--- config.mk ---
export PLATFORM = sky130hd
export DESIGN_NAME = mux_4_1_rr_arbiter_v_flat
export DESIGN_NICKNAME = d
export VERILOG_FILES = /design/src/rtl/mux_4_1_rr_arbiter_v_pkg.sv /design/src/rtl/mux_4_1_rr_arbiter_v_if.sv /design/src/rtl/mux_4_1_rr_arbiter_v_rr_pick.sv /design/src/rtl/mux_4_1_rr_arbiter_v.sv /design/src/flat_wrapper.sv
export SDC_FILE = /design/constraint.sdc
export NUM_CORES = 1
export LEC_CHECK = 0
export BUFFER_PORTS_ARGS = -buffer_cell sky130_fd_sc_hd__buf_2
export CAP_MARGIN = 40
export CORE_UTILIZATION = 41
export DETAILED_ROUTE_END_ITERATION = 16
export PLACE_DENSITY = 0.75
export SYNTH_ARGS = -nofsm -noshare
export SYNTH_HDL_FRONTEND = slang
export SYNTH_HIERARCHICAL = 1
export SYNTH_SLANG_ARGS = --single-unit
--- constraint.sdc ---
create_clock -name i_clk -period 1.39 [get_ports i_clk]
set_input_delay 0.278 -clock i_clk [delete_from_list [all_inputs] [get_ports i_clk]]
set_output_delay 0.278 -clock i_clk [all_outputs]
set_load 0.01 [all_outputs]
--- src/rtl/mux_4_1_rr_arbiter_v_pkg.sv ---
// Shared definitions for the 4:1 round-robin code mux arbiter.
//   state_t : FSM encoding (IDLE / GRANT / TURN)
//   NUM_REQ : number of requesters sharing the code path
package mux_arb_pkg_v;

  localparam int NUM_REQ = 4;

  typedef enum logic [1:0] {
    ST_IDLE  = 2'd0,
    ST_GRANT = 2'd1,
    ST_TURN  = 2'd2
  } state_t;

endpackage

--- src/rtl/mux_4_1_rr_arbiter_v_if.sv ---
// Bus bundle between the requesters and the arbiter.
//   i_req       per-requester request
//   i_code_0..3 requester codes
//   o_gnt       one-hot grant
//   o_sel_code  encoded index of the current/last grant
//   o_en        grant active
//   o_code      registered selected code
//   o_timeout   watchdog release pulse
// Modports: slave = arbiter side, master = requester/stimulus side.
interface mux_4_1_rr_arbiter_v_if
  import mux_arb_pkg_v::*;
#(
  parameter int DATA_W = 8
);
  logic [NUM_REQ-1:0] i_req;
  logic [DATA_W-1:0]  i_code_0;
  logic [DATA_W-1:0]  i_code_1;
  logic [DATA_W-1:0]  i_code_2;
  logic [DATA_W-1:0]  i_code_3;
  logic [NUM_REQ-1:0] o_gnt;
  logic [1:0]         o_sel_code;
  logic               o_en;
  logic [DATA_W-1:0]  o_code;
  logic               o_timeout;

  modport slave (
    input  i_req, i_code_0, i_code_1, i_code_2, i_code_3,
    output o_gnt, o_sel_code, o_en, o_code, o_timeout
  );

  modport master (
    output i_req, i_code_0, i_code_1, i_code_2, i_code_3,
    input  o_gnt, o_sel_code, o_en, o_code, o_timeout
  );
endinterface

--- src/rtl/mux_4_1_rr_arbiter_v_rr_pick.sv ---
// Rotate-priority encoder: finds the first set request bit starting at
// i_ptr and wrapping upward (ptr, ptr+1, ... mod 4).
//   i_req   request vector
//   i_ptr   highest-priority index
//   o_valid any request set
//   o_idx   winning index
module rr_pick_4_v
  import mux_arb_pkg_v::*;
(
  input  logic [NUM_REQ-1:0] i_req,
  input  logic [1:0]         i_ptr,
  output logic               o_valid,
  output logic [1:0]         o_idx
);

  logic [1:0] cand;

  // Scan from the lowest priority to the highest so the last hit wins.
  always_comb begin
    o_valid = 1'b0;
    o_idx   = 2'd0;
    cand    = 2'd0;
    for (int k = NUM_REQ - 1; k >= 0; k--) begin
      cand = i_ptr + 2'(k);
      if (i_req[cand]) begin
        o_valid = 1'b1;
        o_idx   = cand;
      end
    end
  end

endmodule

--- src/rtl/mux_4_1_rr_arbiter_v.sv ---
// Round-robin arbiter and sequencer for a 4:1 code mux. Grants one requester
// at a time, drives the select/enable and registers the selected code.
// Optional hold watchdog enabled by defining MUX_ARB_WATCHDOG_EN.
//
// Ports:
//   i_clk    clock, rising edge
//   i_rst_n  asynchronous active-low reset
//   bus      mux_4_1_rr_arbiter_v_if.slave (requests, codes, grant outputs)
//
// state | meaning
// IDLE  | no grant; pick next requester in rotating order
// GRANT | one requester owns the code path until it drops its request
// TURN  | one dead cycle after a release before the next pick
module mux_4_1_rr_arbiter_v
  import mux_arb_pkg_v::*;
#(
  parameter int DATA_W   = 8,
  parameter int MAX_HOLD = 16
) (
  input  logic                    i_clk,
  input  logic                    i_rst_n,
  mux_4_1_rr_arbiter_v_if.slave   bus
);

  if (MAX_HOLD < 2) begin : g_bad_hold
    $error("MAX_HOLD must be at least 2");
  end

  state_t             state;
  logic [1:0]         ptr;
  logic [NUM_REQ-1:0] gnt_q;
  logic [1:0]         sel_q;
  logic               en_q;
  logic [DATA_W-1:0]  code_q;
  logic               timeout_q;
  logic               pick_valid;
  logic [1:0]         pick_idx;
  logic [DATA_W-1:0]  code_mux;

`ifdef MUX_ARB_WATCHDOG_EN
  localparam int HOLD_W = (MAX_HOLD > 2) ? $clog2(MAX_HOLD) : 1;
  logic [HOLD_W-1:0] hold_cnt;
`endif

  rr_pick_4_v u_pick (
    .i_req   (bus.i_req),
    .i_ptr   (ptr),
    .o_valid (pick_valid),
    .o_idx   (pick_idx)
  );

  always_comb begin
    code_mux = '0;
    case (sel_q)
      2'd0:    code_mux = bus.i_code_0;
      2'd1:    code_mux = bus.i_code_1;
      2'd2:    code_mux = bus.i_code_2;
      default: code_mux = bus.i_code_3;
    endcase
  end

  always_ff @(posedge i_clk or negedge i_rst_n) begin
    if (!i_rst_n) begin
      state     <= ST_IDLE;
      ptr       <= 2'd0;
      gnt_q     <= '0;
      sel_q     <= 2'd0;
      en_q      <= 1'b0;
      code_q    <= '0;
      timeout_q <= 1'b0;
`ifdef MUX_ARB_WATCHDOG_EN
      hold_cnt  <= '0;
`endif
    end else begin
      timeout_q <= 1'b0;
      case (state)
        ST_IDLE: begin
          if (pick_valid) begin
            state    <= ST_GRANT;
            gnt_q    <= NUM_REQ'(1) << pick_idx;
            sel_q    <= pick_idx;
            en_q     <= 1'b1;
`ifdef MUX_ARB_WATCHDOG_EN
            hold_cnt <= '0;
`endif
          end
        end
        ST_GRANT: begin
          // Release path: the owner dropped its request (or the watchdog fired).
          // ptr moves past the owner so it only re-wins in rotating order.
          if (!bus.i_req[sel_q]) begin
            state  <= ST_TURN;
            gnt_q  <= '0;
            en_q   <= 1'b0;
            code_q <= '0;
            ptr    <= sel_q + 2'd1;
          end
`ifdef MUX_ARB_WATCHDOG_EN
          else if (hold_cnt == HOLD_W'(MAX_HOLD - 1)) begin
            state     <= ST_TURN;
            gnt_q     <= '0;
            en_q      <= 1'b0;
            code_q    <= '0;
            ptr       <= sel_q + 2'd1;
            timeout_q <= 1'b1;
          end
`endif
          else begin
            code_q   <= code_mux;
`ifdef MUX_ARB_WATCHDOG_EN
            hold_cnt <= hold_cnt + 1'b1;
`endif
          end
        end
        ST_TURN: state <= ST_IDLE;
        default: state <= ST_IDLE;
      endcase
    end
  end

  assign bus.o_gnt      = gnt_q;
  assign bus.o_sel_code = sel_q;
  assign bus.o_en       = en_q;
  assign bus.o_code     = code_q;
  assign bus.o_timeout  = timeout_q;

endmodule

--- src/flat_wrapper.sv ---
// flat-port wrapper written by rule: the top's interface ports become plain ports
module mux_4_1_rr_arbiter_v_flat import mux_arb_pkg_v::*;
#(
  parameter int DATA_W   = 8,
  parameter int MAX_HOLD = 16
)
  (i_clk, i_rst_n, bus_i_req, bus_i_code_0, bus_i_code_1, bus_i_code_2, bus_i_code_3, bus_o_gnt, bus_o_sel_code, bus_o_en, bus_o_code, bus_o_timeout);
  mux_4_1_rr_arbiter_v_if #(.DATA_W(DATA_W)) bus_i ();
  input  logic i_clk;
  input  logic i_rst_n;
  input wire logic [$bits(bus_i.i_req)-1:0] bus_i_req;
  input wire logic [$bits(bus_i.i_code_0)-1:0] bus_i_code_0;
  input wire logic [$bits(bus_i.i_code_1)-1:0] bus_i_code_1;
  input wire logic [$bits(bus_i.i_code_2)-1:0] bus_i_code_2;
  input wire logic [$bits(bus_i.i_code_3)-1:0] bus_i_code_3;
  output wire logic [$bits(bus_i.o_gnt)-1:0] bus_o_gnt;
  output wire logic [$bits(bus_i.o_sel_code)-1:0] bus_o_sel_code;
  output wire logic [$bits(bus_i.o_en)-1:0] bus_o_en;
  output wire logic [$bits(bus_i.o_code)-1:0] bus_o_code;
  output wire logic [$bits(bus_i.o_timeout)-1:0] bus_o_timeout;
  assign bus_i.i_req = bus_i_req;
  assign bus_i.i_code_0 = bus_i_code_0;
  assign bus_i.i_code_1 = bus_i_code_1;
  assign bus_i.i_code_2 = bus_i_code_2;
  assign bus_i.i_code_3 = bus_i_code_3;
  assign bus_o_gnt = bus_i.o_gnt;
  assign bus_o_sel_code = bus_i.o_sel_code;
  assign bus_o_en = bus_i.o_en;
  assign bus_o_code = bus_i.o_code;
  assign bus_o_timeout = bus_i.o_timeout;
  mux_4_1_rr_arbiter_v #(.DATA_W(DATA_W), .MAX_HOLD(MAX_HOLD)) u_core (.i_clk(i_clk), .i_rst_n(i_rst_n), .bus(bus_i));
endmodule
==> summary.md, run 1 <==
| Metric | Value |
|---|---|
| Status | finished, violations left |
| Violated checks | setup timing |
| Synthesized instance count | approximately 120 |
| Largest net degree at the start of global routing | 20 |
| Critical path peak fanout | 5 |
| Global-route wire length before repair | 4910 um |
| Kind of critical path | register to register |
| Comb pwr share | between 60 and 70% |
| Die footprint | just over 3000 sq um |
| Tcrit/Tclk final | 106% |
| DP HPWL | between 2000 and 2500 um |
| Netlist Area Pre-Place | 1150 sq um |
| WL final | 3380 um |
| Die span in x | roughly 55 um |
| Clock skew | 0.0113 ns |
| Slew Limit Fails | 0 |
| Net Count, Synth | between 150 and 200 |
| Flop pwr share | between 20% and 30% |
| Ranking of synthesized cells by area | dfrtp_1, a221o_1, a22oi_1 |
| CTS Sinks | 19 |
| TritonRoute pass-1 iters | 5 |
| # DRC | 0 |
| Routability Congestion | between 0.7 and 0.8 |
| Htree depth | 1 |
| Clk pwr share | ~8.7% |
| Power per standard cell area | between 2000 and 2500 nW/um^2 |
| Sw Share | between 40 and 50% |
| Worst setup EP type | register |
| Power, Total | 0.00345 W |
| Initial antenna violation count | 0 |
| CP startpoint kind | register |
| Core Box Area | 2570 sq um |
| Leak Pwr | roughly 0.82 nW |
| Cell taking the most area after synthesis | dfrtp_1 |
| Grt ovf | 0 |
| Sw Pwr | ~0.0015 W |
| Count leader, synth | dfrtp_1 |
| Share of layout cells above drive strength 1 | approximately half |
| Synth cell count leaders | dfrtp_1, nand2_1, inv_1, o21ai_0, a21oi_1 |
| Max cap viols | 0 |
| Worst EP required | about 1.6 ns |
| CTS tree | done |
| Drt wl/cell | around 16 um |
| Buffers on Ports | between 50 and 60 |
| Max stage delay on crit path | around 0.44 ns |
| Final Hold Vio Count | 0 |
| Longest Clk Path Bufs | 2 |
| Synth cell types | 28 |
| Initial Utilization | between 40% and 50% |
| Layout area overhead | 44.4% |
| Final setup vio count | 14 |
| CP max-delay cell | dfrtp_1 |
| Initial DRC Count | 34 |
| Class of the worst hold path | input pin to register |
| Met2 WL | 1800 um |
| Vias | ~1200 |
| Chip height | around 55 um |
| Overall Global Routing Usage | about a quarter |
| Post-synth top area share | about two fifths |
| Internal cell power | just under 0.002 W |
| Vias in the first global route | 1086 |
| Ys Warns | 6 |
| VDD IR max | about 1.4 mV |
| Async S/R FF share, synth | 100% |
| Minimum clock period | 1.48 ns |
| Worst-skew pair later-pin latency | about 0.31 ns |
| Post-Route Setup TNS | -0.570 ns |
| Clock slew at reported path FFs | 0.12 ns |
| Critical Path AT | between 1.5 and 2 ns |
| Worst-path cell chain | nor3b_2 -> a211oi_1 -> nor2_1 -> buf_4 -> o32ai_1 |
| # nets final | 230 |
| Hold slack | 0.315 ns |
| Wire length on met1 | between 1000 and 1500 um |
| Post-Place Worst Slack | -0.220 ns |
| Met3 routed WL | 130 um |
| Number of synthesized flops with an enable pin | 0 |
| Final ANT Viol Nets | 0 |
| CTS Buf Count | 3 |
| CTS root buf | clkbuf_4 |
| Mean Syn Cell Area | 9.27 sq um |
| Unrepaired setup endpoints after global routing | true |
| # IOs | 54 |
| Sequential area share after synthesis | 41.3% |
| Vias/cell | about 5.5 |
| FP Rows | 18 |
| Yosys reg bits | 19 |
| Worst setup margin | -0.0881 ns |
| Util after Layout | 64.7% |
| Antenna diodes | 0 |
| Fmax | between 600 and 700 MHz |
| Top_reg_cell synth | dfrtp_1 |
| Uppermost routed layer | met4 |
==> state kept, by name, summed over array words and instances, names as in the netlist <==
register / flops
u_core/bus.o_gnt: 4
u_core/bus.o_en: 1
u_core/ptr: 2
u_core/bus.o_code: 8
u_core/state: 2
u_core/bus.o_sel_code: 2
==> path summary, 6_finish.rpt <==
path                                                        from                              endpoint  slack, ns  cells past startpoint
worst min register to register  u_core/bus.o_code[1]$_DFFE_PN0N_      u_core/bus.o_code[1]$_DFFE_PN0N_       0.50                      2
max in group asynchronous                                i_rst_n  u_core/bus.o_sel_code[1]$_DFFE_PN0P_       0.64                      2
worst max register to register         u_core/ptr[0]$_DFFE_PN0P_       u_core/bus.o_gnt[0]$_DFFE_PN0P_      -0.09                      5
min in group asynchronous                                i_rst_n      u_core/bus.o_code[6]$_DFFE_PN0N_       0.42                      2
worst max-delay path                   u_core/ptr[0]$_DFFE_PN0P_       u_core/bus.o_gnt[0]$_DFFE_PN0P_      -0.09                      5
worst min-delay path                             bus_i_code_3[0]      u_core/bus.o_code[0]$_DFFE_PN0N_       0.31                      4
==> repair_timing <==
action / 4_1_cts / 5_1_grt
resized for setup: 14 / 13
setup buffers: 3 / 2
hold buffers: 1 / 0
endpoints found under the hold margin: 19 / 0
pin swaps: 2 / 0
endpoints found under the setup margin: 16 / 20
==> critical path: cells and delay by family (launching register included) <==
| kind | cells | cell delay (ns) |
|---|---|---|
| AOI/OAI and AO/OA | 2 | 0.50 |
| DFF | 1 | 0.44 |
| and+or+nand+nor | 2 | 0.30 |
| buffers and inverters | 1 | 0.15 |
==> metal layers <==
layer | vias to the layer above | global-route usage, %
li1 | 568 | -
met1 | 575 | 31.0
met2 | 37 | 36.9
met3 | 9 | 5.46
met4 | 0 | 9.58
met5 | - | 0
==> cells by family after synthesis <==
family          after synthesis  synth area share [%]
compound gates               44                  27.9
fa+ha+maj                     4                  4.35
buf+inv                      23                  8.27
flops                        19                  41.3
mux                           6                  6.64
other cells                   1                 0.326
simple gates                 27                  11.2
==> power groups by stage <==
stage,Sequential (W),Clock [W],Combinational [W]
after floorplan,0.00102,0,0.00113
after global placement,0.000947,0,0.00170
after detailed placement,0.000979,0,0.00175
after CTS,0.000984,0.000311,0.00199
after global routing,0.00103,0.000335,0.00234
final,0.00100,0.000301,0.00215
==> metrics by stage <==
stage,instances,instance area [sq um]
after global placement,207,1490
after detailed placement,207,1490
after floorplan,124,1170
after CTS,215,1620
after global routing,217,1660
final,217,1660
==> layout by cell type, fill, tap and decap left out, types with 2 or more instances in the layout <==
master | Yosys | layout
o21ai_0 | 11 | 4
mux2_4 | 2 | 4
buf_2 | 3 | 52
o32ai_1 | 4 | 3
dfrtp_2 | 0 | 3
inv_1 | 13 | 11
nand2b_1 | 3 | 2
o21ai_1 | 1 | 7
buf_6 | 0 | 2
nand2_1 | 16 | 16
ha_4 | 0 | 4
dfrtp_1 | 19 | 16
nor2_1 | 4 | 4
clkbuf_4 | 0 | 3
a221o_1 | 8 | 8
or3b_4 | 1 | 2
buf_4 | 1 | 14
a22oi_1 | 8 | 8
a21oi_1 | 9 | 9
==> cell type report <==
class	count	area, sq um
Clock buffer	3	22.5
Clock inverter	1	5.00
Fill cell	204	907
Inverter	13	51.3
Multi-Input combinational cell	82	667
Sequential cell	19	479
Tap cell	30	37.5
Timing Repair Buffer	69	398
(Power assumes the default switching activity.)
==> run 2: changes to the inputs <==
Settings changed: CORE_UTILIZATION 41 to 49, PLACE_DENSITY 0.75 to 0.84.
Clock period 1.39 ns to 1.7 ns, I/O delays scaled along.
==> run 2 against run 1 <==
Against the previous run: critical path type unchanged; the run now ends clean; global-route usage decreased by 0.16 points; critical path depth stayed put; design area decreased by 9.4%; combinational power decreased by 33%; die area shrank 16%.
==> summary.md, run 2 (same netlist as run 1, synthesis figures left out) <==
| Metric | Value |
|---|---|
| Status | complete, no violations |
| Clock skew | 0.000978 ns (-0.0103 ns) |
| Post-Route Setup TNS | 0 ns (+0.570 ns) |
| DP HPWL | 2190 um (-8.7%) |
| Power, Total | 0.00247 W (-29%) |
| Buffers on Ports | 52 (unchanged) |
| Vias | 1131 (-4.9%) |
| Routability Congestion | 0.917 (+26%) |
| Final ANT Viol Nets | 0 (unchanged) |
| Layout area overhead | 30.8% |
| Initial antenna violation count | 0 (unchanged) |
| Largest register FFs | 8 (unchanged) |
| Initial DRC Count | 36 (+5.9%) |
| Antenna diodes | 0 (unchanged) |
| # DRC | 0 (unchanged) |
| Share of layout cells above drive strength 1 | 41.3% (-9.0 points) |
| Final Hold Vio Count | 0 (unchanged) |
| CP startpoint | u_core/bus.o_sel_code[0]$_DFFE_PN0P_ |
| Clock slew at reported path FFs | 0.10 ns (-0.02 ns) |
| FP Rows | 17 (-1) |
| Overall Global Routing Usage | 23.4% (-0.16 points) |
| Die span in x | 50.4 um (-8.2%) |
| Power per standard cell area | 1640 nW/um^2 (-21%) |
| Drt wl/cell | 14.9 um (-4.4%) |
| Max cap viols | 0 (unchanged) |
| Core Box Area | 2210 sq um (-14%) |
| # fillers | 167 (-18%) |
| Unrepaired setup endpoints after global routing | false |
| Critical Path AT | 1.82 ns (+0.13 ns) |
| Hold Startpoint | bus_i_code_3[3] |
| CTS Buf Count | 3 (unchanged) |
| Internal cell power | 0.00139 W (-30%) |
| Grt ovf | 0 (unchanged) |
| Worst EP required | 1.91 ns (+0.31 ns) |
| Worst-Margin Slew | 0.675 ns |
| Clk pwr share | 9.1% (+0.4 points) |
| Worst setup EP type | register |
| Tcrit/Tclk final | 94.3% (-12 points) |
| Vias in the first global route | 1044 (-3.9%) |
| WL final | 2980 um (-12%) |
| Longest Clk Path Bufs | 2 (unchanged) |
| CP startpoint kind | register |
| # IOs | 54 (unchanged) |
| Slew margin rel. | a little under three fifths |
| Class of the worst hold path | input pin to register |
| Largest net degree at the start of global routing | 20 (unchanged) |
| Sw Pwr | 0.00108 W (-26%) |
| Commonest non-fill, non-tap cell in the layout | buf_2 |
| Worst-skew pair later-pin latency | 0.30 ns (about the same) |
| Critical path peak fanout | 8 (+3) |
| Chip height | 50.4 um (-8.2%) |
| Fmax | 624 MHz (-7.8%) |
| Slew Limit Fails | 0 (unchanged) |
| Most frequent cells in the layout | buf_2, dfrtp_1, nand2_1, inv_1, o21ai_0 |
| Htree depth | 1 (unchanged) |
| CTS tree | done |
| Max stage delay on crit path | 0.50 ns (+0.06 ns) |
| Leak Pwr | 0.739 nW (-10%) |
| Flop pwr share | 33.1% (+4.1 points) |
| Initial Utilization | 52.0% (+7.2 points) |
| Die footprint | 2540 sq um (-16%) |
| Minimum clock period | 1.60 ns (+0.124 ns) |
| CTS Sinks | 19 (unchanged) |
| Comb pwr share | 57.8% (-4.5 points) |
| RR Startpoint | u_core/bus.o_sel_code[0]$_DFFE_PN0P_ |
| Global-route wire length before repair | 4420 um (-10%) |
| VDD IR max | 1.18 mV (-15%) |
| Worst-path cell chain | inv_1 -> ha_4 -> a22oi_1 -> a221o_1 -> o21ai_0 |
| Vias/cell | 5.66 (+3.2%) |
| # nets final | 215 (-6.5%) |
| Sw Share | 43.7% (+1.3 points) |
| CTS root buf | clkbuf_4 |
| CP max-delay cell | dfrtp_2 |
| Kind of critical path | register to register |
| TritonRoute pass-1 iters | 4 (-1) |
| Final setup vio count | 0 (-14) |
-- run 2: final timing paths --
kind	end	slack, ns	cells after the start
min in group asynchronous	u_core/bus.o_code[5]$_DFFE_PN0N_	0.48	2
max in group asynchronous	u_core/bus.o_sel_code[0]$_DFFE_PN0P_	0.90	2
hold / removal	u_core/bus.o_code[3]$_DFFE_PN0N_	0.40	4
hold reg to reg	u_core/bus.o_code[7]$_DFFE_PN0N_	0.49	2
setup reg to reg	u_core/bus.o_code[0]$_DFFE_PN0N_	0.1	5
setup / recovery	u_core/bus.o_code[0]$_DFFE_PN0N_	0.1	5
-- run 2: per-stage QoR --
step	utilization, %	area [sq um]	cells	hold slack (ns)	setup WS (ns)
CTS	65.4	1450	200	0.400	0.0152
detailed placement	63.6	1410	195	0.298	0.00104
global placement	63.6	1410	195	0.297	0.106
finish	68.0	1500	200	0.401	0.0974
global route	68.0	1500	200	0.400	0.00588
floorplan	-	1150	124	0.0444	0.134
-- run 2: per-layer routing --
| layer | wire [um] | global-route usage, % | vias to the layer above |
|---|---|---|---|
| li1 | - | - | 537 |
| met1 | 1200 | 25.8 | 556 |
| met2 | 1580 | 42.2 | 29 |
| met3 | 114 | 6.67 | 9 |
| met4 | 77 | 8.33 | 0 |
| met5 | 0 | 0 | - |
-- run 2: final cells by class --
cell class	instances	area [sq um]	share of cell area [%]
multi-input combinational	82	638	42.4
inverter	13	48.8	3.24
clock inverter	1	5.00	0.333
tap	28	35.0	2.33
sequential	19	477	31.7
timing repair buffer	54	278	18.5
clock buffer	3	22.5	1.50
-- run 2: critical path: cells and delay by family, from the launching register on --
family / cells / cell delay (ns)
buf+inv: 1 / 0.21
flops: 1 / 0.50
compound gates: 3 / 0.58
fa+ha+maj: 1 / 0.22
-- run 2: power groups by stage --
| stage | Sequential (W) | Combinational, W | Clock, W |
|---|---|---|---|
| 2_1_floorplan | 0.000827 | 0.000891 | 0 |
| 3_3_place_gp | 0.000776 | 0.00125 | 0 |
| 3_5_place_dp | 0.000795 | 0.00129 | 0 |
| 4_1_cts | 0.000789 | 0.00130 | 0.000231 |
| 5_1_grt | 0.000832 | 0.00156 | 0.000249 |
| 6_report | 0.000816 | 0.00143 | 0.000225 |
-- run 2: what timing repair did --
| action | in CTS | in global routing |
|---|---|---|
| hold buffers | 1 | 0 |
| setup buffers | 0 | 0 |
| endpoints found under the setup margin | 2 | 8 |
| endpoints found under the hold margin | 19 | 0 |
| gates resized for setup | 1 | 10 |
